===== config.mk =====
export PLATFORM = sky130hd
export DESIGN_NAME = pipelined_adder
export DESIGN_NICKNAME = d
export VERILOG_FILES = /design/src/rtl/pipelined_adder.sv
export SDC_FILE = /design/constraint.sdc
export NUM_CORES = 1
export LEC_CHECK = 0
export CAP_MARGIN = 20
export CORE_AREA = 2 2 121 123
export CTS_BUF_LIST = sky130_fd_sc_hd__clkbuf_4 sky130_fd_sc_hd__clkbuf_8 sky130_fd_sc_hd__clkbuf_16
export DETAILED_ROUTE_END_ITERATION = 10
export DIE_AREA = 0 0 123 125
export PLACE_DENSITY = 0.87
export SKIP_LAST_GASP = 1
export SLEW_MARGIN = 10
export SYNTH_ARGS = -nofsm -noshare
export SYNTH_HDL_FRONTEND = slang
export SYNTH_SLANG_ARGS = --single-unit

===== constraint.sdc =====
create_clock -name clk -period 3.5 [get_ports clk]
set_clock_uncertainty 0.2 [all_clocks]
set_input_delay 0.875 -clock clk [delete_from_list [all_inputs] [get_ports clk]]
set_output_delay 0.875 -clock clk [all_outputs]
set_load 0.05 [all_outputs]

===== src/rtl/pipelined_adder.sv =====
// Pipelined ripple-carry add/subtract with valid/ready handshake; one CHUNK-bit slice per stage.
// Optional signed-overflow output enabled by defining PIPELINED_ADDER_OVF_EN.
module pipelined_adder #(
    parameter int unsigned WIDTH  = 32,
    parameter int unsigned STAGES = 4
) (
    input  logic             clk,
    input  logic             rst,
    input  logic             in_valid,
    output logic             in_ready,
    input  logic [WIDTH-1:0] a,
    input  logic [WIDTH-1:0] b,
    input  logic             cin,
    input  logic             sub,
    output logic             out_valid,
    input  logic             out_ready,
    output logic [WIDTH-1:0] sum,
`ifdef PIPELINED_ADDER_OVF_EN
    output logic             ovf,
`endif
    output logic             cout
);

    localparam int unsigned CHUNK = WIDTH / STAGES;

    if (STAGES < 1 || STAGES > WIDTH || (WIDTH % STAGES) != 0) begin : g_bad_cfg
        $error("pipelined_adder: WIDTH (%0d) must be a multiple of STAGES (%0d), 1 <= STAGES <= WIDTH",
               WIDTH, STAGES);
    end

    logic [STAGES-1:0] valid;
    logic [STAGES:0]   ready;

    // A stage may advance when it is empty or its successor is advancing.
    always_comb begin
        ready[STAGES] = out_ready;
        for (int unsigned i = 0; i < STAGES; i++) begin
            ready[STAGES-1-i] = !valid[STAGES-1-i] || ready[STAGES-i];
        end
    end

    assign in_ready = ready[0];

    for (genvar k = 0; k < STAGES; k++) begin : g_stage
        // Operand bits not yet consumed on entry to this stage.
        localparam int unsigned REM = WIDTH - k * CHUNK;

        logic                     v_src;
        logic                     c_src;
        logic [REM-1:0]           a_src;
        logic [REM-1:0]           b_src;
        logic [CHUNK:0]           add;
        logic [(k+1)*CHUNK-1:0]   s_next;
        logic                     v_q;
        logic                     c_q;
        logic [(k+1)*CHUNK-1:0]   s_q;

        assign add = {1'b0, a_src[CHUNK-1:0]} + {1'b0, b_src[CHUNK-1:0]} + {{CHUNK{1'b0}}, c_src};

        if (k == 0) begin : g_head
            assign v_src  = in_valid;
            assign a_src  = a;
            assign b_src  = sub ? ~b : b;
            assign c_src  = sub | cin;
            assign s_next = add[CHUNK-1:0];
        end else begin : g_body
            assign v_src  = g_stage[k-1].v_q;
            assign a_src  = g_stage[k-1].g_pass.a_q;
            assign b_src  = g_stage[k-1].g_pass.b_q;
            assign c_src  = g_stage[k-1].c_q;
            assign s_next = {add[CHUNK-1:0], g_stage[k-1].s_q};
        end

        always_ff @(posedge clk) begin
            if (rst) begin
                v_q <= 1'b0;
                c_q <= 1'b0;
                s_q <= '0;
            end else if (ready[k]) begin
                v_q <= v_src;
                c_q <= add[CHUNK];
                s_q <= s_next;
            end
        end

        if (k < STAGES - 1) begin : g_pass
            logic [REM-CHUNK-1:0] a_q;
            logic [REM-CHUNK-1:0] b_q;

            always_ff @(posedge clk) begin
                if (ready[k]) begin
                    a_q <= a_src[REM-1:CHUNK];
                    b_q <= b_src[REM-1:CHUNK];
                end
            end
        end

`ifdef PIPELINED_ADDER_OVF_EN
        if (k == STAGES - 1) begin : g_ovf
            logic msb_carry_in;
            logic ovf_q;

            // Sum bit = a ^ b ^ carry-in, so the carry into the MSB is recovered from the result.
            assign msb_carry_in = a_src[CHUNK-1] ^ b_src[CHUNK-1] ^ add[CHUNK-1];

            always_ff @(posedge clk) begin
                if (rst) begin
                    ovf_q <= 1'b0;
                end else if (ready[k]) begin
                    ovf_q <= msb_carry_in ^ add[CHUNK];
                end
            end

            assign ovf = ovf_q;
        end
`endif

        assign valid[k] = v_q;
    end

    assign out_valid = g_stage[STAGES-1].v_q;
    assign sum       = g_stage[STAGES-1].s_q;
    assign cout      = g_stage[STAGES-1].c_q;

endmodule


# After elaboration in Yosys (flattened, before gate mapping)
# Index checks and enable logic that the tools add are counted.
dict set report op_classes {
  addsub 8
  muxes 1
  div 0
  mul 0
  shifts 0
  reduce_logical 8
  bitwise 2
  eq_ne 0
  order_cmp 0
}
# operator count
set ops {}
lappend ops {{$add A8 B8 Y9} 4}
lappend ops {{$add A9 B1 Y9} 4}
lappend ops {{$mux W32} 1}
lappend ops {{$not A32 Y32} 1}
lappend ops {{$logic_not A1 Y1} 4}
lappend ops {{$logic_or A1 B1 Y1} 4}
lappend ops {{$or A1 B1 Y1} 1}
dict set report totals {
  input_bits 70
  register_bits 184
  memories 0
  latch_bits 0
  word_cells 37
  romBits 0
  ramBits 0
}

# Logic depth before layout (Yosys ltp)
dict set report logic_depth {
  depth_word 5
  ltp_mapped 10
}

# Least setup slack after synthesis
# No wires, ideal clock.
dict set report synth_timing {
  path_kind {input to output}
  start {input port out_ready}
  end {output port in_ready}
  arrival_time_ps 2112
  path_slack_ps 313
  stages 4
  n_path_buf 1
  required_ps 2425
  cell_sequence {and4b_1 > buf_4 > and2_4 > inv_2}
}
dict set report synth_between {
  elab_chain_len 4
}
# element line
set synth_rtl {}
lappend synth_rtl {{start, declared} 16} ;# input logic out_ready,
lappend synth_rtl {{$logic_or A1 B1 Y1 (4 in series)} 38} ;# ready[STAGES-1-i] = !valid[STAGES-1-i] || ready[STAGES-i];
lappend synth_rtl {{end, declared} 10} ;# output logic in_ready,
# No other way between the ends.

# Worst setup path after layout
# Same ends and word-level chain as after synthesis.

==> run summary <==
The run finished with clean final reports. The run gives 7235 microns as the wire length on met2. The die outline width is 123 microns, and the hold buffer count at CTS is 0.

The portion of total power attributed to the clock network is 0.359. The root buffer cell was sky130_fd_sc_hd__clkbuf_16. The largest single stage delay on the critical path is 0.54 ns. The congestion estimate from routability-driven global placement came to 0.8035. The routed wire length is 15,470 microns.

The worst register-to-register path begins at g_stage[0].g_pass.a_q[0]. After legalization and detailed placement, the total HPWL measured 10,510 microns. Yosys mapped a number of flops with a built-in enable equal to 96.

The logs give 0.6101 for the portion of the post-synthesis area used by sequential elements and 17 for the number of buffers created by CTS. In this run the power density over the cells is 559.4 nW/um^2. Setup total negative slack on the finished layout was measured at 0 ns. Once layout is done, the placed cells without fillers occupy 9503 sq um. TritonCTS built the clock tree. In the post-synthesis netlist, the biggest area contributors are sky130_fd_sc_hd__edfxtp_1, sky130_fd_sc_hd__dfxtp_1, sky130_fd_sc_hd__nand2_1. The share of power burned in combinational logic is 0.157. Entering global routing, the biggest net connects 65 pins.

The logs give 14,200 sq um for the total core area and 5,345 for the number of vias in the routed layout. Via count of the first global-routing pass: 5,066. The final-layout fill cell count was 1,067. The run gives 0 as the hold violation count in the final report. After global routing the overflow that remains totals 0. The number of buffers inserted by post-CTS setup repair came out at 0. After detailed routing, no signal wire sits above met4. The number of antenna violations at the first check in global routing was 0; the total standard cell area after synthesis was 7612 sq um. The logs give 5 for the number of detailed-route iterations in the first pass and 15,380 sq um for the die area.

The most common cell after layout, fill and taps aside was sky130_fd_sc_hd__nand2_1. The critical path is of the in -> out type. The global routing usage summed across all routing layers is 0.2067. Across the run, the number of max-cap violations was 0.

From synthesis to final layout, the design area changed by 24.84%. The post-layout minimum cycle time is 3.157 ns, and the count of routing violations after the opening detailed-route iteration is 519. The largest individual stage delay along the critical path comes from the cell sky130_fd_sc_hd__clkdlybuf4s50_1.

The detailed router put a total of 6859 microns of wire on met1. The async set-or-reset flop fraction in the synthesized netlist works out to 0. Summed over all nets, the switching power comes to 1.332 mW. For the worst setup path, the data required time is 2.42 ns. VDD sags by at most 0.3386 mV. The cell count after synthesis came out at 663. The total nets after synthesis was 769. Clock tree synthesis found a total of 184 sinks.

In the final routed layout, each cell accounts on average for 16.01 microns. The count of cell types in the netlist came out at 60. The share of post-route cells with drive strength above 1 is 0.07673. The most frequently used flop master after synthesis is sky130_fd_sc_hd__edfxtp_1. The transition time of the tightest slew-check pin was 0.6907 ns; the standard-cell row count was 44.

The source of the worst hold timing path was g_stage[0].g_pass.a_q[17]. After clock tree synthesis, the clock-pin slew on the worst setup and hold paths is 0.06 ns. Tracing the worst setup path back leads to its startpoint at out_ready. The area fraction of the dominant cell type after synthesis works out to 0.3787. Walking the worst path, the cells encountered are clkdlybuf4s50_1, and4b_1, and2_4, inv_2, buf_12. The library cell with the largest summed area after synthesis was sky130_fd_sc_hd__edfxtp_1. The worst setup path is launched from an input port.

The number of max-slew violations in the final report was 0; the highest clock rate was 0.3167 GHz. The I/O pin count is 105, and the critical-path maximum fanout is 4. Detailed routing placed a total of 1021 microns of wire on met3. Average cell area after synthesis: 11.48 sq um. The first global-routing pass estimated 24,800 microns of wire.

The starting utilization of the core area was 0.5359. In this run the tool buffered the top-level ports with 104 buffer cells. Setup repair after global routing left no endpoint under its margin. The total of flip-flops plus latches after synthesis was 184; the sequential fraction of design power was 0.484. In the final design database the tool counted 875 nets. Counting along the longest clock path gives a buffer depth of 2.

The period utilization is 0.9021, and the DRC violation count after routing is 0. Setup violations remaining at the end of the flow were counted as 0. For this run, the number of Yosys warnings is 0. The worst endpoint data arrival time is 2.08 ns. The share of total power consumed by net switching was 0.2505; the cell-internal power was 3.984 mW. The placed instances occupy a cell area of 8887 sq um. Standby leakage power: 3.655 nW. The run gives 4 as the maximum level of the CTS H-tree. STA classifies the critical path endpoint as an output port. Headroom to the max-slew limit: 0.5395. The min-delay analysis places its worst path in the category reg -> reg.

0 antenna diodes ended up in the layout. Remaining antenna violation count after routing: 0. The run gives 0 as the post-cts repair resize count.

For the worst-skew pair, the clock arrives at the later sink with an insertion delay of 0.42 ns. The routed via count divided by cell count is 5.533. The floorplan step set the die height to 125 microns. The top cell types in the final layout, fill and taps aside, are sky130_fd_sc_hd__nand2_1, sky130_fd_sc_hd__clkdlybuf4s50_1, sky130_fd_sc_hd__edfxtp_1, sky130_fd_sc_hd__dfxtp_1, sky130_fd_sc_hd__a21oi_1. The setup check on the worst reg-to-reg path leaves a slack of 0.88 ns.
==> worst paths after layout <==
kind         depth (start not counted)                        to
min reg2reg                          0  g_stage[1].g_pass.a_q[9]
max                                  5                  in_ready
min                                  0  g_stage[1].g_pass.a_q[9]
max reg2reg                          6        g_stage[1].s_q[14]
==> flip-flops by register name, indices dropped and copies added, names as in the netlist <==
signal              flops
g_stage.g_pass.b_q     48
g_stage.v_q             3
g_stage.c_q             3
g_stage.s_q            48
sum                    32
g_stage.g_pass.a_q     48
cout                    1
out_valid               1
==> routing by layer <==
metal,vias up,track usage
met5,-,0
met4,0,0.07821
met3,36,0.05155
met2,226,0.3178
met1,2481,0.2841
li1,2602,-
==> power groups by stage <==
stage,combinational (mW),clock (mW),sequential (mW)
floorplan,0.434,0,2.71
global placement,0.787,0,2.61
detailed placement,0.811,0,2.62
CTS,0.826,1.93,2.58
global route,0.907,2.01,2.59
finish,0.834,1.91,2.57
==> stage by stage <==
stage	instances	util	setup slack (ns)	hold slack (ns)	total power [mW]
2_1_floorplan	663	-	0.3127	0.2003	3.143
3_3_place_gp	934	0.6257	0.2601	0.2007	3.397
3_5_place_dp	934	0.6257	0.2091	0.2045	3.431
4_1_cts	966	0.6690	0.3334	0.2162	5.326
5_1_grt	966	0.6690	0.2972	0.2220	5.511
6_report	966	0.6690	0.3428	0.2163	5.316
==> critical path, delay by kind of cell <==
| family | cells | cell delay (ns) |
|---|---|---|
| and+or+nand+nor | 2 | 0.42 |
| buffers and inverters | 3 | 0.78 |
==> cell usage after synthesis, types with 4 or more instances <==
master                       n
sky130_fd_sc_hd__buf_1       4
sky130_fd_sc_hd__inv_1       9
sky130_fd_sc_hd__a211o_1    11
sky130_fd_sc_hd__nand3_1    16
sky130_fd_sc_hd__a21o_1      5
sky130_fd_sc_hd__clkbuf_1   19
sky130_fd_sc_hd__or2_2       4
sky130_fd_sc_hd__or3_1       9
sky130_fd_sc_hd__a2111o_1    4
sky130_fd_sc_hd__nor3_1      4
sky130_fd_sc_hd__nand2_1   127
sky130_fd_sc_hd__fa_1        8
sky130_fd_sc_hd__edfxtp_1   96
sky130_fd_sc_hd__o211ai_1    8
sky130_fd_sc_hd__dfxtp_1    88
sky130_fd_sc_hd__o21a_1      9
sky130_fd_sc_hd__buf_2       5
sky130_fd_sc_hd__o21ai_0    10
sky130_fd_sc_hd__a21oi_1    71
sky130_fd_sc_hd__nor2_1     23
sky130_fd_sc_hd__a211oi_1   15
sky130_fd_sc_hd__xnor2_1     5
sky130_fd_sc_hd__ha_1       28
sky130_fd_sc_hd__a31oi_1     6
sky130_fd_sc_hd__xor2_1     32
==> cell families after synthesis <==
group	share of synthesized area
buffers and inverters	0.02646
xor gates and xnor gates	0.04257
muxes	0.001315
adders and majority gates	0.06706
DFF	0.6101
AOI/OAI and AO/OA	0.1364
and+or+nand+nor	0.1160
==> final cells by class <==
type                            instances  area, sq um  share of cell area
Multi-Input combinational cell        434         2769              0.2914
Inverter                               12        45.04            0.004740
Tap cell                              184        230.2             0.02423
Timing Repair Buffer                  120         1199              0.1261
Sequential cell                       184         4644              0.4887
Clock buffer                           26        570.5             0.06004
Clock inverter                          6        45.04            0.004740
Power figures use the tool's default switching activity.
==> RTL edit 1: new RTL, same settings <==
The parameter `WIDTH` goes from 32 to 24.
--- a/src/rtl/pipelined_adder.sv
+++ b/src/rtl/pipelined_adder.sv
@@ -3,3 +3,3 @@
 module pipelined_adder #(
-    parameter int unsigned WIDTH  = 32,
+    parameter int unsigned WIDTH  = 24,
     parameter int unsigned STAGES = 4
Ports: changed (resized a, b and sum); port bits go from 105 to 81. The function was not compared with the original's and may differ.
==> RTL edit 1 against the original RTL <==
Design area shrank 23%. Wire length shrank 27%. Hold slack about the same. Critical endpoint unchanged. Worst setup slack worse by 0.069 ns. Total power down 18%. Synthesized area decreased by 25%. Synthesized cell count is 25% lower. Sequential cell count decreased by 44. Count of clock-buffer cells in the layout down 8.
==> RTL edit 1: results (changes against the original RTL) <==
<table>
<tr><th>Metric</th><th>Value</th></tr>
<tr><th colspan="2">Cells and area</th></tr>
<tr><td>Net count, final</td><td>663 (-24%)</td></tr>
<tr><td>Portion of the layout cell area used by clock cells</td><td>8.55% (+2.1 points)</td></tr>
<tr><td>Seq/total area</td><td>48.0% (-0.84 points)</td></tr>
<tr><td>Non-clock inverter count</td><td>14 (+2)</td></tr>
<tr><td>Filler instances</td><td>1164 (+9.1%)</td></tr>
<tr><td>Layout clock buffer count</td><td>18 (-31%)</td></tr>
<tr><td>Non-clock buffer total of the final layout</td><td>90 (-25%)</td></tr>
<tr><th colspan="2">Drt</th></tr>
<tr><td>Number of vias in the routed layout</td><td>3919 (-27%)</td></tr>
<tr><td>Final routed wire length divided by cell count</td><td>14.4 um (-9.9%)</td></tr>
<tr><td>First-iteration detailed-routing DRC count</td><td>256 (-51%)</td></tr>
<tr><th colspan="2">Critical path</th></tr>
<tr><td>Arr. time, crit path</td><td>2.15 ns (+0.07 ns)</td></tr>
<tr><td>Worst path max stage delay</td><td>0.45 ns (-0.09 ns)</td></tr>
<tr><td>Largest fanout on the critical path</td><td>12 (+8)</td></tr>
<tr><th colspan="2">Yosys</th></tr>
<tr><td>Top cells by count, synth</td><td>nand2_1, edfxtp_1, dfxtp_1</td></tr>
<tr><td>Number of synthesized register bits</td><td>140 (-24%)</td></tr>
<tr><td>Number of different library cells in the post-synthesis netlist</td><td>49 (-18%)</td></tr>
<tr><th colspan="2">Pwr</th></tr>
<tr><td>Leakage power of the design</td><td>2.81 nW (-23%)</td></tr>
<tr><th colspan="2">Status</th></tr>
<tr><td>Status</td><td>complete, no violations</td></tr>
<tr><th colspan="2">GRT</th></tr>
<tr><td>First-pass GRT wire length</td><td>18.8 mm (-24%)</td></tr>
<tr><td>Number of global-route vias before repair</td><td>3968 (-22%)</td></tr>
<tr><td>Gr usage total</td><td>15.5% (-5.2 points)</td></tr>
<tr><td>Maximum number of pins on one net before global-route repair</td><td>42 (-35%)</td></tr>
<tr><th colspan="2">Place</th></tr>
<tr><td>IO Port Bufs</td><td>80 (-23%)</td></tr>
<tr><td>RePlAce Congestion</td><td>0.886 (+10%)</td></tr>
<tr><td>HPWL after detailed placement</td><td>7.84 mm (-25%)</td></tr>
</table>
[RTL edit 1: critical path: cells and delay by family]
family | cells | cell delay [ns]
buffers and inverters | 3 | 0.69
and+or+nand+nor | 2 | 0.58
[RTL edit 1: metal layers]
layer  global-route usage, %  vias to the layer above  wire [um]
met5                       0                        -          0
met4                    6.55                        0        197
met3                    4.84                       16        717
met2                    25.8                      148       5470
met1                    18.4                     1830       4840
li1                        -                     1925          -
[RTL edit 1: report_power, final]
part | total, mW | internal [mW] | switching, mW
clock | 1.85 | 1.20 | 0.651
combinational | 0.582 | 0.261 | 0.322
sequential | 1.95 | 1.88 | 0.0698
[RTL edit 1: cells by family (layout without fill, tap and decap cells)]
| kind of cell | count (synthesis) | after routing | synth area share (%) |
|---|---|---|---|
| flops | 140 | 140 | 61.6 |
| simple gates | 163 | 163 | 13.1 |
| buf+inv | 39 | 136 | 3.30 |
| compound gates | 102 | 102 | 11.0 |
| fa+ha+maj | 28 | 28 | 7.17 |
| xor+xnor | 25 | 25 | 3.83 |
[RTL edit 1: per-stage QoR]
stage	area [sq um]	setup WS [ns]	std cells	util [%]	power, mW
after floorplan	5720	0.212	497	-	2.34
after global placement	6710	-0.0673	746	47.2	2.51
after detailed placement	6710	-0.136	746	47.2	2.55
after CTS	7330	0.280	778	51.6	4.40
after global routing	7330	0.215	778	51.6	4.55
final	7330	0.273	778	51.6	4.38
[RTL edit 1: final timing paths]
path                            start                       end  slack [ns]  depth (start not counted)
min reg2reg  g_stage[0].g_pass.a_q[6]  g_stage[1].g_pass.a_q[0]        0.22                          0
min          g_stage[0].g_pass.a_q[6]  g_stage[1].g_pass.a_q[0]        0.22                          0
max                         out_ready                  in_ready        0.27                          5
max reg2reg  g_stage[2].g_pass.a_q[0]                   sum[22]        1.35                          7
==> RTL edit 2: new RTL, same flow settings <==
Made on the original files. Add a define of `PIPELINED_ADDER_OVF_EN`.
--- a/src/rtl/pipelined_adder.sv
+++ b/src/rtl/pipelined_adder.sv
@@ -2,2 +2,4 @@
 // Optional signed-overflow output enabled by defining PIPELINED_ADDER_OVF_EN.
+`define PIPELINED_ADDER_OVF_EN
+
 module pipelined_adder #(
Function (old outputs only; new: ovf): kept (equiv_simple and equiv_induct, registers matched by name and starting in step).
==> RTL edit 2 against the original RTL <==
Synthesized area shrank 0.56%. Count of clock-buffer cells in the layout fell by 7. Total power decreased by 0.88%. Sequential share of layout area increased by 0.95 points. Hold slack barely moved. Design area is 1.5% lower. Sequential cell count rose by 1. Wire length down 1.4%. Clock power shrank 4%. Global-route usage fell by 0.22 points. Die area did not move. Worst setup slack worse by 0.0075 ns. Critical endpoint unchanged. Largest cell class unchanged. Largest power group unchanged.
==> RTL edit 2: results (changes against the original RTL) <==
<table>
<tr><th>Metric</th><th>Value</th></tr>
<tr><th colspan="2">Pwr</th></tr>
<tr><td>Worst IR drop on VDD</td><td>0.330 mV (-2.6%)</td></tr>
<tr><td>Leakage power of the design</td><td>3.62 nW (-1.0%)</td></tr>
<tr><td>Sw frac</td><td>26.4% (+1.4 points)</td></tr>
<tr><th colspan="2">Yosys</th></tr>
<tr><td>Biggest area contributors in the synthesized netlist</td><td>edfxtp_1, dfxtp_1, nand2_1</td></tr>
<tr><td>Top cells by count, synth</td><td>nand2_1, edfxtp_1, dfxtp_1</td></tr>
<tr><td>Share of synthesized area occupied by flip-flops and latches</td><td>61.6% (+0.61 points)</td></tr>
<tr><td>Number of different library cells in the post-synthesis netlist</td><td>48 (-20%)</td></tr>
<tr><td>Net count after synthesis</td><td>766 (-0.39%)</td></tr>
<tr><th colspan="2">Place</th></tr>
<tr><td>IO Port Bufs</td><td>105 (+0.96%)</td></tr>
<tr><td>RePlAce Congestion</td><td>0.812 (+1.0%)</td></tr>
<tr><td>HPWL after detailed placement</td><td>10.3 mm (-1.7%)</td></tr>
<tr><th colspan="2">Clocking</th></tr>
<tr><td>H-tree depth</td><td>4 (unchanged)</td></tr>
<tr><td>Number of post-CTS setup repair buffers</td><td>0 (unchanged)</td></tr>
<tr><td>Number of gates given a new drive strength after cts</td><td>0 (unchanged)</td></tr>
<tr><th colspan="2">Drt</th></tr>
<tr><td>First-iteration detailed-routing DRC count</td><td>456 (-12%)</td></tr>
<tr><td>Number of vias in the routed layout</td><td>5269 (-1.4%)</td></tr>
<tr><td>Routed Wire Length</td><td>15.3 mm (-1.4%)</td></tr>
<tr><th colspan="2">Cells and area</th></tr>
<tr><td>Filler instances</td><td>977 (-8.4%)</td></tr>
<tr><td>Net count, final</td><td>867 (-0.91%)</td></tr>
<tr><td>Fraction of layout cells with a size suffix above 1</td><td>7.24% (-0.44 points)</td></tr>
<tr><td>Largest registers</td><td>g_stage.g_pass.a_q: 48 flops, g_stage.g_pass.b_q: 48 flops, g_stage.s_q: 48 flops</td></tr>
<tr><th colspan="2">Timing</th></tr>
<tr><td>Measured slew at the worst slew-check pin</td><td>0.998 ns (+0.308 ns)</td></tr>
<tr><th colspan="2">Critical path</th></tr>
<tr><td>Worst path max stage delay</td><td>0.43 ns (-0.11 ns)</td></tr>
<tr><td>Arr. time, crit path</td><td>between 2 and 2.5 ns</td></tr>
<tr><td>Largest fanout on the critical path</td><td>3 (-1)</td></tr>
<tr><td>Critical path's slowest cell</td><td>clkdlybuf4s50_1</td></tr>
<tr><th colspan="2">GRT</th></tr>
<tr><td>Maximum number of pins on one net before global-route repair</td><td>64 (-1.5%)</td></tr>
<tr><td>Gr usage total</td><td>20.5% (-0.22 points)</td></tr>
<tr><td>Number of global-route vias before repair</td><td>5160 (+1.9%)</td></tr>
<tr><td>First-pass GRT wire length</td><td>24.9 mm (+0.36%)</td></tr>
<tr><th colspan="2">Status</th></tr>
<tr><td>Status</td><td>complete, no violations</td></tr>
</table>
[RTL edit 2: routing by layer]
layer  share of wire [%]  global-route usage [%]
met1                  42                    26.3
met2                  50                    34.4
met3                 6.4                    4.06
met4                 2.1                    7.15
met5                   0                       0
[RTL edit 2: path summary, 6_finish.rpt]
check	startpoint	end	slack, ns	cells past startpoint
setup / recovery	out_ready	in_ready	0.34	5
hold / removal	g_stage[1].g_pass.a_q[14]	g_stage[2].g_pass.a_q[6]	0.22	0
setup reg to reg	g_stage[2].g_pass.a_q[0]	ovf	0.88	7
hold reg to reg	g_stage[1].g_pass.a_q[14]	g_stage[2].g_pass.a_q[6]	0.22	0
[RTL edit 2: area by class of cell]
cell class                 count  area share [%]
inverter                       6           0.281
sequential                   185            49.8
timing repair buffer         117            12.2
clock buffer                  19            4.89
clock inverter                13            1.27
tap                          184            2.46
multi-input combinational    434            29.1
[RTL edit 2: logic make-up after synthesis]
group | count (synthesis) | share of synthesized area (%)
flip-flops | 185 | 61.6
multiplexers | 2 | 0.264
adder cells (fa/ha/maj) | 36 | 6.74
AND/OR/NAND/NOR | 216 | 13.2
XOR/XNOR | 40 | 4.63
AO/OA/AOI/OAI | 140 | 11.1
buffers and inverters | 41 | 2.40
[RTL edit 2: power by group through the flow]
stage          logic [mW]  registers [mW]  clock network (mW)
2_1_floorplan       0.420            2.74                   0
3_3_place_gp        0.776            2.63                   0
3_5_place_dp        0.808            2.64                   0
4_1_cts             0.833            2.59                1.87
5_1_grt             0.904            2.61                1.94
6_report            0.840            2.59                1.84
[RTL edit 2: per-stage QoR]
| step | setup slack, ns | hold slack [ns] | std cells | area [sq um] |
|---|---|---|---|---|
| after floorplan | 0.165 | 0.200 | 660 | 7570 |
| after global placement | 0.189 | 0.203 | 926 | 8790 |
| after detailed placement | 0.0406 | 0.205 | 926 | 8790 |
| after CTS | 0.326 | 0.218 | 958 | 9360 |
| after global routing | 0.280 | 0.221 | 958 | 9360 |
| final | 0.335 | 0.216 | 958 | 9360 |
[RTL edit 2: critical path, delay by kind of cell]
| family | cells | cell delay, ns |
|---|---|---|
| buffers and inverters | 3 | 0.71 |
| and+or+nand+nor | 2 | 0.50 |
